File: src/rtl/alu_decode_stage.sv
// RV32I decode/issue stage feeding the ALU, registered behind a 2-entry skid buffer.
// Optional DECODE_STATS_EN adds issue_count / illegal_count transfer counters.
//
// state | meaning
// EMPTY | no entry held, out_valid=0, in_ready=1
// ONE   | main register holds the output entry
// TWO   | main + skid both valid, in_ready=0
module alu_decode_stage #(
    parameter int WIDTH    = 32,
    parameter int OP_WIDTH = 5
) (
    input  logic                clk,
    input  logic                rst_n,
    input  logic                in_valid,
    output logic                in_ready,
    input  logic [31:0]         instr,
    input  logic [WIDTH-1:0]    pc,
    input  logic [WIDTH-1:0]    rs1_data,
    input  logic [WIDTH-1:0]    rs2_data,
    input  logic                flush,
    output logic                out_valid,
    input  logic                out_ready,
    output logic [OP_WIDTH-1:0] alu_op,
    output logic [WIDTH-1:0]    alu_a,
    output logic [WIDTH-1:0]    alu_b,
    output logic [4:0]          rd,
    output logic                rd_we,
    output logic                illegal
`ifdef DECODE_STATS_EN
    ,
    output logic [31:0]         issue_count,
    output logic [31:0]         illegal_count
`endif
);

    typedef enum logic [1:0] {EMPTY, ONE, TWO} state_t;

    typedef struct packed {
        logic [OP_WIDTH-1:0] op;
        logic [WIDTH-1:0]    a;
        logic [WIDTH-1:0]    b;
        logic [4:0]          rd;
        logic                rd_we;
        logic                illegal;
    } entry_t;

    localparam logic [6:0] OPC_R     = 7'b0110011;
    localparam logic [6:0] OPC_I     = 7'b0010011;
    localparam logic [6:0] OPC_LUI   = 7'b0110111;
    localparam logic [6:0] OPC_AUIPC = 7'b0010111;

    state_t              state;
    entry_t              main_q;
    entry_t              skid_q;
    entry_t              dec;
    logic                legal;
    logic [OP_WIDTH-1:0] op_c;
    logic [6:0]          opcode;
    logic [2:0]          funct3;
    logic [6:0]          funct7;
    logic                in_fire;
    logic                out_fire;

    assign opcode   = instr[6:0];
    assign funct3   = instr[14:12];
    assign funct7   = instr[31:25];
    assign in_fire  = in_valid & in_ready;
    assign out_fire = out_valid & out_ready;

    always_comb begin
        dec    = '0;
        legal  = 1'b0;
        op_c   = '0;
        dec.rd = instr[11:7];
        case (opcode)
            OPC_R: begin
                legal = (funct7 == 7'b0000000) ||
                        (funct7 == 7'b0100000 && (funct3 == 3'b000 || funct3 == 3'b101));
                op_c  = OP_WIDTH'({instr[30], funct3, 1'b1});
                dec.a = rs1_data;
                dec.b = rs2_data;
            end
            OPC_I: begin
                dec.a = rs1_data;
                op_c  = OP_WIDTH'({1'b0, funct3, 1'b1});
                dec.b = WIDTH'($signed(instr[31:20]));
                if (funct3 == 3'b001) begin
                    legal = (funct7 == 7'b0000000);
                    dec.b = WIDTH'(instr[24:20]);
                end else if (funct3 == 3'b101) begin
                    legal = (funct7 == 7'b0000000) || (funct7 == 7'b0100000);
                    op_c  = OP_WIDTH'({instr[30], funct3, 1'b1});
                    dec.b = WIDTH'(instr[24:20]);
                end else begin
                    legal = 1'b1;
                end
            end
            OPC_LUI: begin
                legal = 1'b1;
                op_c  = OP_WIDTH'(5'b00001);
                dec.b = WIDTH'($signed({instr[31:12], 12'b0}));
            end
            OPC_AUIPC: begin
                legal = 1'b1;
                op_c  = OP_WIDTH'(5'b00001);
                dec.a = pc;
                dec.b = WIDTH'($signed({instr[31:12], 12'b0}));
            end
            default: legal = 1'b0;
        endcase
        // Illegal entries still travel the pipe, but as a harmless no-op.
        if (legal) begin
            dec.op    = op_c;
            dec.rd_we = (instr[11:7] != 5'd0);
        end else begin
            dec.op      = '0;
            dec.a       = '0;
            dec.b       = '0;
            dec.rd_we   = 1'b0;
            dec.illegal = 1'b1;
        end
    end

    always_ff @(posedge clk or negedge rst_n) begin
        if (!rst_n) begin
            state     <= EMPTY;
            main_q    <= '0;
            skid_q    <= '0;
            out_valid <= 1'b0;
            in_ready  <= 1'b1;
        end else if (flush) begin
            state     <= EMPTY;
            out_valid <= 1'b0;
            in_ready  <= 1'b1;
        end else begin
            case (state)
                EMPTY: begin
                    if (in_fire) begin
                        main_q    <= dec;
                        state     <= ONE;
                        out_valid <= 1'b1;
                    end
                end
                ONE: begin
                    if (in_fire && !out_fire) begin
                        skid_q   <= dec;
                        state    <= TWO;
                        in_ready <= 1'b0;
                    end else if (out_fire && !in_fire) begin
                        state     <= EMPTY;
                        out_valid <= 1'b0;
                    end else if (in_fire && out_fire) begin
                        main_q <= dec;
                    end
                end
                TWO: begin
                    if (out_fire) begin
                        main_q   <= skid_q;
                        state    <= ONE;
                        in_ready <= 1'b1;
                    end
                end
                default: begin
                    state     <= EMPTY;
                    out_valid <= 1'b0;
                    in_ready  <= 1'b1;
                end
            endcase
        end
    end

    assign alu_op  = main_q.op;
    assign alu_a   = main_q.a;
    assign alu_b   = main_q.b;
    assign rd      = main_q.rd;
    assign rd_we   = main_q.rd_we;
    assign illegal = main_q.illegal;

`ifdef DECODE_STATS_EN
    always_ff @(posedge clk or negedge rst_n) begin
        if (!rst_n) begin
            issue_count   <= '0;
            illegal_count <= '0;
        end else if (out_fire) begin
            issue_count <= issue_count + 32'd1;
            if (main_q.illegal) begin
                illegal_count <= illegal_count + 32'd1;
            end
        end
    end
`endif

endmodule

File: config.mk
export PLATFORM = sky130hd
export DESIGN_NAME = alu_decode_stage
export DESIGN_NICKNAME = d
export VERILOG_FILES = /design/src/rtl/alu_decode_stage.sv
export SDC_FILE = /design/constraint.sdc
export NUM_CORES = 1
export LEC_CHECK = 0
export CORE_UTILIZATION = 49
export CTS_CLUSTER_DIAMETER = 40
export DETAILED_ROUTE_END_ITERATION = 6
export PLACE_DENSITY = 0.81
export SYNTH_ARGS = -nofsm -noshare
export SYNTH_HDL_FRONTEND = slang
export SYNTH_SLANG_ARGS = --single-unit
File: constraint.sdc
create_clock -name clk -period 2.2 [get_ports clk]
set_clock_uncertainty 0.05 [all_clocks]
set_input_delay 0.44 -clock clk [delete_from_list [all_inputs] [get_ports clk]]
set_output_delay 0.44 -clock clk [all_outputs]
set_load 0.1 [all_outputs]
# Word level (Yosys, flattened, before mapping)
# Index checks and enable logic that the tools add are counted.
# classes
add_sub_neg	0
n_mul	0
div	0
magnitude_cmp	0
n_eq_ne	22
n_shift	0
mux	35
bitwise_logic	3
n_reduce_logical	21
# op_table
op	n
$mux 76	5
$pmux 76 s3	1
$pmux 32 s3	1
$mux 32	2
$mux 64	1
$pmux 32 s2	1
$eq 7x6->1 const B	3
$mux 5	3
$ne 3x3->1 const B	5
$pmux 5 s3	1
$eq 7x5->1 const B	2
$ne 2x2->1 const B	7
$mux 1	11
$mux 2	5
$pmux 1 s3	3
$reduce_and 3->1	3
$logic_not 7->1	1
$reduce_and 7->1	1
$pmux 2 s3	1
$reduce_bool 5->1	1
$logic_and 1x1->1	4
$ne 4x4->1 const B	1
$reduce_and 4->1	1
$reduce_or 2->1	2
other kinds (11)	15
# word_totals
register_bits	156
latch_bits	0
mem_bits_rw	0
romBits	0
in_bits	133
output_inout_bits	78
word_cells	96
n_memories	0

# Logic depth before layout (Yosys ltp)
# depth
word_depth	10
depth_mapped	8
depth_no_buf	5

# Worst setup path after synthesis
# No wires, ideal clock.
# synth_path
path_type	register -> register
startpoint	register out_valid
endpoint	register skid_q[71] in the netlist's numbering
setup_time_ps	137
arrival_time_ps	2073
required_time_ps	2013
path_slack_ps	-60
path_stages_with_launch	6
n_path_buf	2
period_less_slack_ps	2260
cell_sequence	dfrtp_1 -> nand2_1 -> nand3_1 -> clkbuf_1 -> clkbuf_1 -> o21ai_0
# synth_via
elab_chain_len	4
# synth_lines
element	line	text
start: declaration	21	output logic out_valid,
start signal: assignment	129	out_valid <= 1'b0;
start signal: assignment	133	out_valid <= 1'b0;
start signal: assignment	141	out_valid <= 1'b1;
$and 1x1->1	68	assign out_fire = out_valid & out_ready;
$logic_not 1->1	145	if (in_fire && !out_fire) begin
$logic_and 1x1->1	145	
$reduce_and 3->1 (no line)	-	
end signal: assignment	128	skid_q <= '0;
end signal: assignment	146	skid_q <= dec;
end: declaration	54	entry_t skid_q;
# No other way between the ends.
# A chain may end at the register's enable or synchronous reset.

# Worst setup path after layout
# layout_path
startpoint	input port instr[14]
endpoint	register skid_q[46] in the netlist's numbering
# layout_via
elab_chain_len	6
word_cells_on_any_way	10
classes_between	eq/ne (2); mux (4); reduce/logical (4)
# layout_lines
element	line	text
start: declaration	16	input logic [31:0] instr,
$eq 3x3->1 / $logic_not 3->1 (equally long branches)	78, 90	
$logic_or 1x1->1	78	(funct7 == 7'b0100000 && (funct3 == 3'b000 || funct3 == 3'b101));
$logic_and 1x1->1	78	
$logic_or 1x1->1	77	legal = (funct7 == 7'b0000000) ||
$pmux 1 s3 (*)	75	case (opcode)
$mux 64 (*)	112	if (legal) begin
# Every way passes the cells marked *; elsewhere a longest branch is shown, timed or not.

==> impl_metrics.json <==
{
  "max_freq_mhz": 465,
  "ff2ff_path_depth": 6,
  "synth.largest_area_cell": "dfrtp_1",
  "cts_root_buf": "clkbuf_16",
  "ys.flop_type": "dfrtp_1",
  "synth_edf_count": 0,
  "viasPerCell": 5.85,
  "die_area_sq_um": 16200,
  "setup_viol": 0,
  "antenna_found_initial": 0,
  "clk_latency_ps": 420,
  "async_reset_ff_share_pct": 100,
  "relSlewSlack_pct": 50.4,
  "multi_input_comb_area_sq_um": 3430,
  "seq_area_sq_um": 3910,
  "mostFrequentLayoutCells": "nand2_1, dfrtp_1, clkdlybuf4s50_1",
  "critPathArrivalTime_ps": 2390,
  "gr-usage-all-layers_pct": 30.1,
  "crit_required_ps": 2440,
  "worstSetupPathType": "primary input to flop",
  "num_antenna_cells": 0,
  "grt_overflow_total": 0,
  "worst_hold_path_type": "primary input to async pin",
  "power_frac_seq_pct": 27.7,
  "post_drt_wl_per_cell_um": 18.2,
  "synth.distinct_cells": 50,
  "die_h_um": 127,
  "cts_tree": "done",
  "startpoint": "instr[14]",
  "grt_start_max_net_pins": 75,
  "die_w_um": 127,
  "period_minus_slack_ps": 2150,
  "grt_pass1_wl_um": 37900,
  "p_leak_nw": 4.72,
  "synth_top_area_share_pct": 50.5,
  "max_cap_violations": 0,
  "layout.nets": 1207,
  "gp_congestion": 0.926,
  "layout.cells.most_common": "nand2_1",
  "power.density_nw_per_um2": 1310,
  "io_buffers": 210,
  "n_fill_cell": 1154,
  "fin_ws_ps": 48.7,
  "dp_slack_ps": -339,
  "placedCellCount": 1265,
  "synthCells": 860,
  "whs_ps": 427,
  "power.internal_mw": 7.04,
  "swShare_pct": 50.6,
  "synth-seq-cells": 156,
  "hold_viol": 0,
  "cp_max_fo": 34,
  "grt_pass1_vias": 7288,
  "synth_nets": 993,
  "p_clk_share_pct": 21.8,
  "period_share_pct": 97.8,
  "syn-cell-area_sq_um": 7680,
  "utilization_pct": 71.3,
  "via_count": 7596,
  "r2r-start": "in_ready",
  "rsz0062_at_grt": "true",
  "final_cells": 1298,
  "slew_viol_final": 0,
  "avgSynthCellArea_sq_um": 8.93,
  "yosysSeqAreaShare_pct": 50.8,
  "cts_made_buffers": 17,
  "initial_core_util_pct": 50.4,
  "pwr-share-comb_pct": 50.6,
  "ant_nets": 0,
  "post_cts_buffers": 0,
  "drive_gt1_share_pct": 18.7,
  "setup.worst_path.end": "skid_q[46]",
  "clockBufferDepth": 2,
  "ir_worst_vdd_mv": 0.860,
  "coreArea_sq_um": 15300,
  "worstMarginPinSlew_ps": 744,
  "num_rows": 45,
  "areaGrowthSynthToFinish_pct": 41.6,
  "drt_iter0_markers": 644,
  "routed_wl_um": 23600,
  "cts_resized": 0,
  "cts_sinks": 156,
  "drc": 0,
  "p_switching_mw": 7.22,
  "r2r-end": "skid_q[74]",
  "yosys_warnings": 0,
  "endpoint_kind": "flop",
  "htree_levels": 4,
  "ys_top_cells_by_area": "dfrtp_1, nand2_1, o31ai_1",
  "worstSetupStartpointType": "primary input",
  "io_pins": 211,
  "dpl.hpwl_um": 16500,
  "dr.pass1.iters": 5,
  "status": "finished, final reports clean",
  "reg2reg_slack_ps": 260,
  "clk_pin_slew_worst_paths_ps": 60
}
==> kinds of logic after synthesis <==
logic type | count (synthesis) | synth area share, %
flip-flops | 156 | 50.8
buffers and inverters | 91 | 5.15
XOR/XNOR | 1 | 0.114
AND/OR/NAND/NOR | 313 | 17.1
multiplexers | 6 | 0.798
AO/OA/AOI/OAI | 293 | 26.0
==> power by group through the flow <==
| stage | Clock, mW | Combinational, mW | Sequential [mW] |
|---|---|---|---|
| 6_report | 3.10 | 7.21 | 3.95 |
| 5_1_grt | 3.23 | 7.46 | 4.02 |
| 4_1_cts | 3.11 | 7.22 | 3.95 |
| 3_5_place_dp | 0 | 7.20 | 3.99 |
| 3_3_place_gp | 0 | 7.14 | 3.96 |
| 2_1_floorplan | 0 | 1.12 | 8.15 |
==> metal layers <==
metal,global-route usage [%],wire length [um]
met5,0,0
met4,14.7,918
met3,5.32,1490
met2,48.3,11400
met1,39.6,9790
==> synth_stat cells (6+ instances only) <==
master,number
nand2_1,176
dfrtp_1,155
a21oi_1,91
nor2_1,90
o31ai_1,62
o22ai_1,53
clkbuf_1,50
a22o_1,32
buf_2,25
o221ai_1,13
nand3_1,12
o21ai_0,12
nand4_1,8
inv_1,7
a221o_1,6
nor3_1,6
==> sequential cells by signal, summed over array words and instances, names as in the netlist <==
name / flops
alu_b: 32
rd_we: 1
skid_q: 76
illegal: 1
rd: 5
alu_op: 5
state: 2
out_valid: 1
in_ready: 1
alu_a: 32
==> timing repair <==
action | 4_1_cts | 5_1_grt
hold buffers | 1 | 0
endpoints found under the hold margin | 24 | 0
setup endpoints to repair | 0 | 4
==> per-stage QoR <==
stage,TNS [ps],total power [mW],cell area (sq um)
global route,-126,14.7,10900
global placement,-26410,11.1,10200
CTS,0,14.3,10900
finish,0,14.3,10900
detailed placement,-36160,11.2,10200
floorplan,0,9.27,7680
==> area by class of cell <==
cell class	count	share of cell area (%)
well taps	211	2.43
clock inverters	11	1.44
multi-input cells	613	31.6
repair buffers	278	24.1
flip-flops and latches	156	35.9
inverters	8	0.276
clock buffers	21	4.32
==> worst min path at each step <==
stage / startpoint / slack [ps] / depth (start not counted) / to
6_report: rst_n / 430 / 2 / alu_b[18]
5_1_grt: skid_q[1] / 440 / 2 / skid_q[1]
4_1_cts: rst_n / 400 / 2 / alu_b[18]
3_5_place_dp: rst_n / 280 / 1 / alu_b[18]
3_3_place_gp: rst_n / 270 / 1 / alu_b[21]
2_1_floorplan: rst_n / 90 / 0 / alu_a[0]
==> worst max-delay path, cell delays in order <==
cell	delay (ps)
clkdlybuf4s50_1	530
nand2b_1	230
a311oi_2	380
o221a_2	280
buf_4	350
o31ai_1	160
Note: power is estimated with default switching activity, not from simulation.
